[config.mk]
export PLATFORM = sky130hd
export DESIGN_NAME = control_stage_pipe_flat
export DESIGN_NICKNAME = d
export VERILOG_FILES = /design/src/rtl/control_stage_pipe_if.sv /design/src/rtl/control_stage_pipe.sv /design/src/flat_wrapper.sv
export SDC_FILE = /design/constraint.sdc
export NUM_CORES = 1
export LEC_CHECK = 0
export BUFFER_PORTS_ARGS = -buffer_cell sky130_fd_sc_hd__buf_2
export CAP_MARGIN = 5
export CORE_MARGIN = 1
export CORE_UTILIZATION = 51
export CTS_CLUSTER_SIZE = 20
export DETAILED_ROUTE_END_ITERATION = 6
export PLACE_DENSITY = 0.87
export SLEW_MARGIN = 15
export SYNTH_ARGS = -nofsm -noshare
export SYNTH_HDL_FRONTEND = slang
export SYNTH_SLANG_ARGS = --single-unit
[constraint.sdc]
create_clock -name clk -period 4.7 [get_ports clk]
set_clock_uncertainty 0.1 [all_clocks]
set_input_delay 0.94 -clock clk [delete_from_list [all_inputs] [get_ports clk]]
set_output_delay 0.94 -clock clk [all_outputs]
set_load 0.02 [all_outputs]
[src/rtl/control_stage_pipe_if.sv]
// rtl/control_stage_pipe_if.sv - decoder/datapath bundle for control_stage_pipe; forwarding signals exist only with CONTROL_FORWARD_EN
interface control_stage_pipe_if #(
    parameter int REG_ADDR_W = 5,
    parameter int ALUOP_W    = 2
);
    logic                  id_valid;
    logic                  id_ALUSrc;
    logic                  id_MemtoReg;
    logic                  id_RegWrite;
    logic                  id_MemRead;
    logic                  id_MemWrite;
    logic                  id_Branch;
    logic [ALUOP_W-1:0]    id_ALUOp;
    logic [REG_ADDR_W-1:0] id_rs1;
    logic [REG_ADDR_W-1:0] id_rs2;
    logic [REG_ADDR_W-1:0] id_rd;
    logic                  mem_zero;

    logic                  ex_ALUSrc;
    logic                  ex_MemRead;
    logic [ALUOP_W-1:0]    ex_ALUOp;
    logic [REG_ADDR_W-1:0] ex_rd;
    logic                  mem_MemRead;
    logic                  mem_MemWrite;
    logic                  wb_RegWrite;
    logic                  wb_MemtoReg;
    logic [REG_ADDR_W-1:0] wb_rd;
    logic                  pc_write;
    logic                  ifid_write;
    logic                  ifid_flush;
    logic                  pcsrc;
`ifdef CONTROL_FORWARD_EN
    logic [REG_ADDR_W-1:0] ex_rs1;
    logic [REG_ADDR_W-1:0] ex_rs2;
    logic [1:0]            forward_a;
    logic [1:0]            forward_b;
`endif

    modport master (
`ifdef CONTROL_FORWARD_EN
        input  ex_rs1, ex_rs2, forward_a, forward_b,
`endif
        output id_valid, id_ALUSrc, id_MemtoReg, id_RegWrite, id_MemRead,
               id_MemWrite, id_Branch, id_ALUOp, id_rs1, id_rs2, id_rd, mem_zero,
        input  ex_ALUSrc, ex_MemRead, ex_ALUOp, ex_rd, mem_MemRead, mem_MemWrite,
               wb_RegWrite, wb_MemtoReg, wb_rd, pc_write, ifid_write, ifid_flush, pcsrc
    );

    modport slave (
`ifdef CONTROL_FORWARD_EN
        output ex_rs1, ex_rs2, forward_a, forward_b,
`endif
        input  id_valid, id_ALUSrc, id_MemtoReg, id_RegWrite, id_MemRead,
               id_MemWrite, id_Branch, id_ALUOp, id_rs1, id_rs2, id_rd, mem_zero,
        output ex_ALUSrc, ex_MemRead, ex_ALUOp, ex_rd, mem_MemRead, mem_MemWrite,
               wb_RegWrite, wb_MemtoReg, wb_rd, pc_write, ifid_write, ifid_flush, pcsrc
    );
endinterface

[src/rtl/control_stage_pipe.sv]
// rtl/control_stage_pipe.sv - ID/EX/MEM/WB control pipeline with load-use stall and MEM-stage branch flush
// Optional operand forwarding select under CONTROL_FORWARD_EN.
module control_stage_pipe #(
    parameter int REG_ADDR_W = 5,
    parameter int ALUOP_W    = 2
) (
    input  logic                    clk,
    input  logic                    reset,
    control_stage_pipe_if.slave     bus
);
    typedef struct packed {
        logic                  valid;
        logic                  alusrc;
        logic                  memtoreg;
        logic                  regwrite;
        logic                  memread;
        logic                  memwrite;
        logic                  branch;
        logic [ALUOP_W-1:0]    aluop;
        logic [REG_ADDR_W-1:0] rs1;
        logic [REG_ADDR_W-1:0] rs2;
        logic [REG_ADDR_W-1:0] rd;
    } idex_t;

    typedef struct packed {
        logic                  valid;
        logic                  memtoreg;
        logic                  regwrite;
        logic                  memread;
        logic                  memwrite;
        logic                  branch;
        logic [REG_ADDR_W-1:0] rd;
    } exmem_t;

    typedef struct packed {
        logic                  valid;
        logic                  memtoreg;
        logic                  regwrite;
        logic [REG_ADDR_W-1:0] rd;
    } memwb_t;

    idex_t  idex_q,  idex_d;
    exmem_t exmem_q, exmem_d;
    memwb_t memwb_q, memwb_d;

    logic stall;
    logic flush;

    always_comb begin
        stall = idex_q.valid & idex_q.memread & (idex_q.rd != '0) & bus.id_valid &
                ((idex_q.rd == bus.id_rs1) | (idex_q.rd == bus.id_rs2));
        flush = exmem_q.valid & exmem_q.branch & bus.mem_zero;

        // Gating MemtoReg with RegWrite keeps an undefined decoder bit on stores/branches out of WB.
        idex_d = '0;
        if (bus.id_valid && !stall && !flush) begin
            idex_d.valid    = 1'b1;
            idex_d.alusrc   = bus.id_ALUSrc;
            idex_d.memtoreg = bus.id_MemtoReg & bus.id_RegWrite;
            idex_d.regwrite = bus.id_RegWrite;
            idex_d.memread  = bus.id_MemRead;
            idex_d.memwrite = bus.id_MemWrite;
            idex_d.branch   = bus.id_Branch;
            idex_d.aluop    = bus.id_ALUOp;
            idex_d.rs1      = bus.id_rs1;
            idex_d.rs2      = bus.id_rs2;
            idex_d.rd       = bus.id_rd;
        end

        exmem_d = '0;
        if (idex_q.valid && !flush) begin
            exmem_d.valid    = 1'b1;
            exmem_d.memtoreg = idex_q.memtoreg;
            exmem_d.regwrite = idex_q.regwrite;
            exmem_d.memread  = idex_q.memread;
            exmem_d.memwrite = idex_q.memwrite;
            exmem_d.branch   = idex_q.branch;
            exmem_d.rd       = idex_q.rd;
        end

        memwb_d = '0;
        if (exmem_q.valid) begin
            memwb_d.valid    = 1'b1;
            memwb_d.memtoreg = exmem_q.memtoreg;
            memwb_d.regwrite = exmem_q.regwrite;
            memwb_d.rd       = exmem_q.rd;
        end
    end

    always_ff @(posedge clk or posedge reset) begin
        if (reset) begin
            idex_q  <= '0;
            exmem_q <= '0;
            memwb_q <= '0;
        end else begin
            idex_q  <= idex_d;
            exmem_q <= exmem_d;
            memwb_q <= memwb_d;
        end
    end

    assign bus.ex_ALUSrc    = idex_q.valid & idex_q.alusrc;
    assign bus.ex_MemRead   = idex_q.valid & idex_q.memread;
    assign bus.ex_ALUOp     = idex_q.valid ? idex_q.aluop : '0;
    assign bus.ex_rd        = idex_q.valid ? idex_q.rd : '0;
    assign bus.mem_MemRead  = exmem_q.valid & exmem_q.memread;
    assign bus.mem_MemWrite = exmem_q.valid & exmem_q.memwrite;
    assign bus.wb_RegWrite  = memwb_q.valid & memwb_q.regwrite;
    assign bus.wb_MemtoReg  = memwb_q.valid & memwb_q.regwrite & memwb_q.memtoreg;
    assign bus.wb_rd        = memwb_q.valid ? memwb_q.rd : '0;

    // A taken branch overrides the stall so the redirected fetch proceeds.
    assign bus.pc_write     = ~stall | flush;
    assign bus.ifid_write   = ~stall | flush;
    assign bus.ifid_flush   = flush;
    assign bus.pcsrc        = flush;

`ifdef CONTROL_FORWARD_EN
    function automatic logic [1:0] fwd_sel(input logic [REG_ADDR_W-1:0] rs);
        logic [1:0] sel;
        sel = 2'b00;
        if (memwb_q.valid && memwb_q.regwrite && (memwb_q.rd != '0) && (memwb_q.rd == rs))
            sel = 2'b01;
        if (exmem_q.valid && exmem_q.regwrite && (exmem_q.rd != '0) && (exmem_q.rd == rs))
            sel = 2'b10;
        return sel;
    endfunction

    assign bus.ex_rs1    = idex_q.valid ? idex_q.rs1 : '0;
    assign bus.ex_rs2    = idex_q.valid ? idex_q.rs2 : '0;
    assign bus.forward_a = idex_q.valid ? fwd_sel(idex_q.rs1) : 2'b00;
    assign bus.forward_b = idex_q.valid ? fwd_sel(idex_q.rs2) : 2'b00;
`endif
endmodule

[src/flat_wrapper.sv]
// flat-port wrapper written by rule: the top's interface ports become plain ports
module control_stage_pipe_flat 
#(
    parameter int REG_ADDR_W = 5,
    parameter int ALUOP_W    = 2
)
  (clk, reset, bus_id_valid, bus_id_ALUSrc, bus_id_MemtoReg, bus_id_RegWrite, bus_id_MemRead, bus_id_MemWrite, bus_id_Branch, bus_id_ALUOp, bus_id_rs1, bus_id_rs2, bus_id_rd, bus_mem_zero, bus_ex_ALUSrc, bus_ex_MemRead, bus_ex_ALUOp, bus_ex_rd, bus_mem_MemRead, bus_mem_MemWrite, bus_wb_RegWrite, bus_wb_MemtoReg, bus_wb_rd, bus_pc_write, bus_ifid_write, bus_ifid_flush, bus_pcsrc);
  control_stage_pipe_if #(.REG_ADDR_W(REG_ADDR_W), .ALUOP_W(ALUOP_W)) bus_i ();
  input  logic clk;
  input  logic reset;
  input wire logic [$bits(bus_i.id_valid)-1:0] bus_id_valid;
  input wire logic [$bits(bus_i.id_ALUSrc)-1:0] bus_id_ALUSrc;
  input wire logic [$bits(bus_i.id_MemtoReg)-1:0] bus_id_MemtoReg;
  input wire logic [$bits(bus_i.id_RegWrite)-1:0] bus_id_RegWrite;
  input wire logic [$bits(bus_i.id_MemRead)-1:0] bus_id_MemRead;
  input wire logic [$bits(bus_i.id_MemWrite)-1:0] bus_id_MemWrite;
  input wire logic [$bits(bus_i.id_Branch)-1:0] bus_id_Branch;
  input wire logic [$bits(bus_i.id_ALUOp)-1:0] bus_id_ALUOp;
  input wire logic [$bits(bus_i.id_rs1)-1:0] bus_id_rs1;
  input wire logic [$bits(bus_i.id_rs2)-1:0] bus_id_rs2;
  input wire logic [$bits(bus_i.id_rd)-1:0] bus_id_rd;
  input wire logic [$bits(bus_i.mem_zero)-1:0] bus_mem_zero;
  output wire logic [$bits(bus_i.ex_ALUSrc)-1:0] bus_ex_ALUSrc;
  output wire logic [$bits(bus_i.ex_MemRead)-1:0] bus_ex_MemRead;
  output wire logic [$bits(bus_i.ex_ALUOp)-1:0] bus_ex_ALUOp;
  output wire logic [$bits(bus_i.ex_rd)-1:0] bus_ex_rd;
  output wire logic [$bits(bus_i.mem_MemRead)-1:0] bus_mem_MemRead;
  output wire logic [$bits(bus_i.mem_MemWrite)-1:0] bus_mem_MemWrite;
  output wire logic [$bits(bus_i.wb_RegWrite)-1:0] bus_wb_RegWrite;
  output wire logic [$bits(bus_i.wb_MemtoReg)-1:0] bus_wb_MemtoReg;
  output wire logic [$bits(bus_i.wb_rd)-1:0] bus_wb_rd;
  output wire logic [$bits(bus_i.pc_write)-1:0] bus_pc_write;
  output wire logic [$bits(bus_i.ifid_write)-1:0] bus_ifid_write;
  output wire logic [$bits(bus_i.ifid_flush)-1:0] bus_ifid_flush;
  output wire logic [$bits(bus_i.pcsrc)-1:0] bus_pcsrc;
  assign bus_i.id_valid = bus_id_valid;
  assign bus_i.id_ALUSrc = bus_id_ALUSrc;
  assign bus_i.id_MemtoReg = bus_id_MemtoReg;
  assign bus_i.id_RegWrite = bus_id_RegWrite;
  assign bus_i.id_MemRead = bus_id_MemRead;
  assign bus_i.id_MemWrite = bus_id_MemWrite;
  assign bus_i.id_Branch = bus_id_Branch;
  assign bus_i.id_ALUOp = bus_id_ALUOp;
  assign bus_i.id_rs1 = bus_id_rs1;
  assign bus_i.id_rs2 = bus_id_rs2;
  assign bus_i.id_rd = bus_id_rd;
  assign bus_i.mem_zero = bus_mem_zero;
  assign bus_ex_ALUSrc = bus_i.ex_ALUSrc;
  assign bus_ex_MemRead = bus_i.ex_MemRead;
  assign bus_ex_ALUOp = bus_i.ex_ALUOp;
  assign bus_ex_rd = bus_i.ex_rd;
  assign bus_mem_MemRead = bus_i.mem_MemRead;
  assign bus_mem_MemWrite = bus_i.mem_MemWrite;
  assign bus_wb_RegWrite = bus_i.wb_RegWrite;
  assign bus_wb_MemtoReg = bus_i.wb_MemtoReg;
  assign bus_wb_rd = bus_i.wb_rd;
  assign bus_pc_write = bus_i.pc_write;
  assign bus_ifid_write = bus_i.ifid_write;
  assign bus_ifid_flush = bus_i.ifid_flush;
  assign bus_pcsrc = bus_i.pcsrc;
  control_stage_pipe #(.REG_ADDR_W(REG_ADDR_W), .ALUOP_W(ALUOP_W)) u_core (.clk(clk), .reset(reset), .bus(bus_i));
endmodule
* Word-level counts from Yosys, hierarchy flattened
Cells that the tools add are included.
Operators by class: reduce and logical (&&, ||, !) cells 6, muxes and demuxes 6, bitwise operators 15, eq/ne operators 2
Operators with widths (number):
- 24-bit 2-to-1 mux | 1
- 1-bit AND | 12
- 11-bit 2-to-1 mux | 1
- 5-bit equality test | 2
- 5-bit 2-to-1 mux | 2
- 8-bit 2-to-1 mux | 1
- 5-bit nonzero test | 1
- 1-bit logical AND | 3
- 1-bit logical NOT | 2
- 2-bit 2-to-1 mux | 1
- 1-bit bitwise OR | 2
- 1-bit inverter | 1
Word-level totals: input bits 27, output and inout port bits 22, bits in registers 33, word-level logic and storage cells 49

* Longest topological paths before layout
depth in word-level cells 8, mapped depth 6, mapped depth without buffers 5

* Worst setup path before layout
No wires, ideal clock.
path kind input to output, start input bus_id_rs2[4], end output bus_pc_write, slack 1.820 ns, cell stages on the path 5, buffers on the path 1, arrival time 1.840 ns, required time 3.660 ns, cells stage by stage xnor2_1 > nand3_1 > o22ai_1 > nand3_1 > buf_4
Between the ends: longest elaborated chain between the ends 5
Ends and longest elaborated chain:
- start: declaration | line flat_wrapper.sv:20 | input wire logic [$bits(bus_i.id_rs2)-1:0] bus_id_rs2;
- 5-bit equality test | line control_stage_pipe.sv:51 | ((idex_q.rd == bus.id_rs1) | (idex_q.rd == bus.id_rs2));
- 1-bit bitwise OR | line control_stage_pipe.sv:51
- 1-bit AND | line control_stage_pipe.sv:50 | stall = idex_q.valid & idex_q.memread & (idex_q.rd != '0) & bus.id_valid &
- 1-bit inverter
- 1-bit bitwise OR
- end: declaration | line flat_wrapper.sv:32 | output wire logic [$bits(bus_i.pc_write)-1:0] bus_pc_write;
Every way passes these cells.

* Worst setup path in the final report
start input bus_id_rs1[0], end output bus_ifid_write
Between the ends: longest elaborated chain between the ends 5
Ends and longest elaborated chain:
- start: declaration | line flat_wrapper.sv:19 | input wire logic [$bits(bus_i.id_rs1)-1:0] bus_id_rs1;
- 5-bit equality test | line control_stage_pipe.sv:51
- 1-bit bitwise OR | line control_stage_pipe.sv:51
- 1-bit AND | line control_stage_pipe.sv:50
- 1-bit inverter | line control_stage_pipe.sv:114 | assign bus.ifid_write = ~stall | flush;
- 1-bit bitwise OR | line control_stage_pipe.sv:114
- end: declaration | line flat_wrapper.sv:33 | output wire logic [$bits(bus_i.ifid_write)-1:0] bus_ifid_write;
Every way passes these cells.

==> summary.txt <==
Floorplanning
  – CORE AREA: between 0.002 and 0.0025 sq mm
  – Die Span X: 53.3 um
  – Num ports: 49
  – Chip height: 53.3 um
  – Initial Util: 54.2%
  – Num rows: 18
  – Die Area: roughly 0.0028 sq mm

Timing
  – Slew Limit Fails: 0
  – Final setup vio count: 0
  – Relative slew slack: 57.2%
  – Unrepaired setup endpoints after global routing: false
  – Period Utilization, post-route: 62.6%
  – Max Freq: 340 MHz
  – Crit path time final: 2940 ps
  – Final setup TNS: 0 ps
  – Worst Slack Setup Final: between 1500 and 2000 ps
  – Worst slew pin tran: 642 ps
  – Final Hold Viols: 0

Layout
  – Layout cells sized above 1: 45.3%
  – FILL cells: between 200 and 250
  – Area Overhead vs Synth: 24.5%
  – Number of diodes: 0
  – Fin nets: about 190
  – Non-filler cells, final: ~190
  – Design Area, Final: roughly 0.0017 sq mm

Power
  – Clock Power Share: 37.5%
  – Sw Ratio: 21.7%
  – Int Pwr: 451 uW
  – Pleak: 0.000929 uW
  – Sw power: 125 uW
  – PwrDens: 344 mW/mm^2
  – IR drop worst, VDD: 360 uV
  – Sequential power share: 53.0%
  – Comb pwr share: under 10%

Place
  – Dpl cells: 183
  – Gpl congestion: ~0.74
  – Setup Slack @ Placement: 1800 ps
  – Buffers on Ports: 48
  – Dpl cell area: 0.00159 sq mm

Routing
  – Post-DRT Antenna Nets: 0
  – Wire length per cell: 11.6 um
  – DR pass1 iterations: 4
  – First-iteration detailed-routing DRC count: 7
  – Via count: 931
  – Total wire length: 2220 um
  – Remaining DRCs: 0
  – Vias per Instance: 4.87

Min path
  – Hold crit path type: reg2reg
  – Hold Startpoint: u_core.exmem_q[9]$_DFF_PP0_

Yosys
  – Post-synthesis mux area share: 0%
  – Mapped Area: 0.00134 sq mm
  – Largest family of logic cells by synthesized area: simple AND/OR/NAND/NOR gates
  – Most frequent cell after synthesis: dfrtp_1
  – Post-synthesis async set-or-reset flop share: 100%
  – Ys flop type: dfrtp_1
  – Synth Area in Compound Gates: 1.86%
  – Simple-Gate Fraction of Synth Area: 27.1%
  – Post-synth top area share: 61.5%
  – Post-synth EDFFs: 0
  – Syn Area/Cell: ~12 sq um
  – Ys Warns: 0
  – Synth unique cells: 16
  – Most frequent cells after synthesis: 33 x dfrtp_1, 24 x and2_1, 14 x and2_2
  – Syn_nets: 137
  – Cell count after synthesis: 110
  – Register area share after synthesis: 61.5%
  – Adder-cell share of the synthesized area: 0%
  – Synth top area cells: dfrtp_1 61%, and2_1 11%, and2_2 7.8%, xnor2_1 6.5%, and3_1 4.2%
  – Synth Area in XOR/XNOR: roughly 6.5%
  – Dominant cell type by area after synthesis: dfrtp_1
  – Yosys reg bits: 33

Critical path
  – CP endpoint kind: output pin
  – Crit path max-delay cell type: o22ai_1
  – Worst setup path class: in2out
  – Startpoint types: input pin
  – Worst setup path start: bus_id_rs1[0]
  – Critical Path Fanout Max: 2
  – Worst Path Required: 3660 ps
  – Critical-path cell list: buf_2, xnor2_1, nand3_1, o22ai_1, nand3_1, buf_2
  – Worst EP arrival: about 1900 ps
  – R2r startpoint: u_core.idex_q[2]$_DFF_PP0_
  – Max stage delay on crit path: 240 ps

Clock tree
  – Clock buffer count from CTS: 5
  – Clock Sinks: 33
  – Clk root buf: clkbuf_4
  – CTS hold repair buffers: 0
  – Clock transition at path regs: 90 ps
  – Longest Clk Path Bufs: 2
  – Post-CTS Resized: 0
  – H-tree depth: 2
  – CTS tree: done
  – Setup Fix Bufs, Post-CTS: 0
  – Worst skew pair latency: 330 ps

Global routing
  – GRT Resource Usage Total: 18.8%
  – Global-route wire length before repair: 3570 um
  – Initial antenna violation count: 0
  – Pin count of the biggest net entering global routing: 34
  – Vias in the first global route: 889
  – Total congestion overflow: 0

Run
  – # Max-Cap Violations: 0

Run status
  – Status: complete, no violations
-- flip-flops by register name, summed over array words and instances (netlist names) --
| register | flops |
|---|---|
| u_core.memwb_q | 8 |
| u_core.idex_q | 14 |
| u_core.exmem_q | 11 |
-- final timing paths --
check,end,depth (start not counted),slack [ps]
setup / recovery,bus_ifid_write,6,1760
hold / removal,u_core.memwb_q[6]$_DFF_PP0_,1,360
setup reg to reg,u_core.idex_q[21]$_DFF_PP0_,4,2760
hold reg to reg,u_core.memwb_q[6]$_DFF_PP0_,1,360
max in group asynchronous,u_core.memwb_q[0]$_DFF_PP0_,2,3500
min in group asynchronous,u_core.idex_q[18]$_DFF_PP0_,2,590
-- layer usage --
layer | part of all wire, % | vias up | GRT usage (%)
met4 | 1.4 | 0 | 8.33
met1 | 37 | 441 | 16.7
met5 | 0 | - | 0
met2 | 55 | 37 | 35.2
met3 | 7.3 | 6 | 8.62
li1 | - | 447 | -
-- kinds of logic (layout without fill, tap and decap cells) --
family	Yosys count	in the layout
xor+xnor	10	10
simple gates	57	57
compound gates	3	3
flops	33	33
buf+inv	7	58
-- metrics by stage --
step	hold slack, ps	util [%]	total power [uW]
2_1_floorplan	334	-	345
3_3_place_gp	337	64.1	363
3_5_place_dp	341	64.1	366
4_1_cts	362	67.5	584
5_1_grt	381	67.5	604
6_report	360	67.5	576
-- cell type report --
cell class / count / area, sq um / share of cell area [%]
Timing Repair Buffer: 48 / 240 / 14.4
Clock inverter: 1 / 30.0 / 1.80
Tap cell: 30 / 37.5 / 2.24
Sequential cell: 33 / 826 / 49.4
Multi-Input combinational cell: 70 / 477 / 28.5
Inverter: 2 / 7.51 / 0.449
Clock buffer: 7 / 55.1 / 3.29
-- worst max-delay path, delay by kind of cell --
family                 cells  cell delay [ps]
buffers and inverters      2              290
AND/OR/NAND/NOR            2              240
AO/OA/AOI/OAI              1              240
XOR/XNOR                   1              190
-- power by group through the flow --
stage          Sequential (uW)  Clock [uW]  Combinational, uW
2_1_floorplan              307           0               37.3
3_3_place_gp               310           0               52.7
3_5_place_dp               311           0               55.2
4_1_cts                    305         222               55.8
5_1_grt                    307         236               60.9
6_report                   305         216               54.7
-- layout by cell type, fill, tap and decap left out, types with 2 or more instances in the layout --
master    instances
buf_2            48
dfrtp_1          33
and3_1            9
nand2_1           3
nand3_1           4
and2_1           24
xnor2_1          10
and2_2           14
clkbuf_4          5
and3_2            2
No activity file was read; power rests on OpenSTA's default activity.
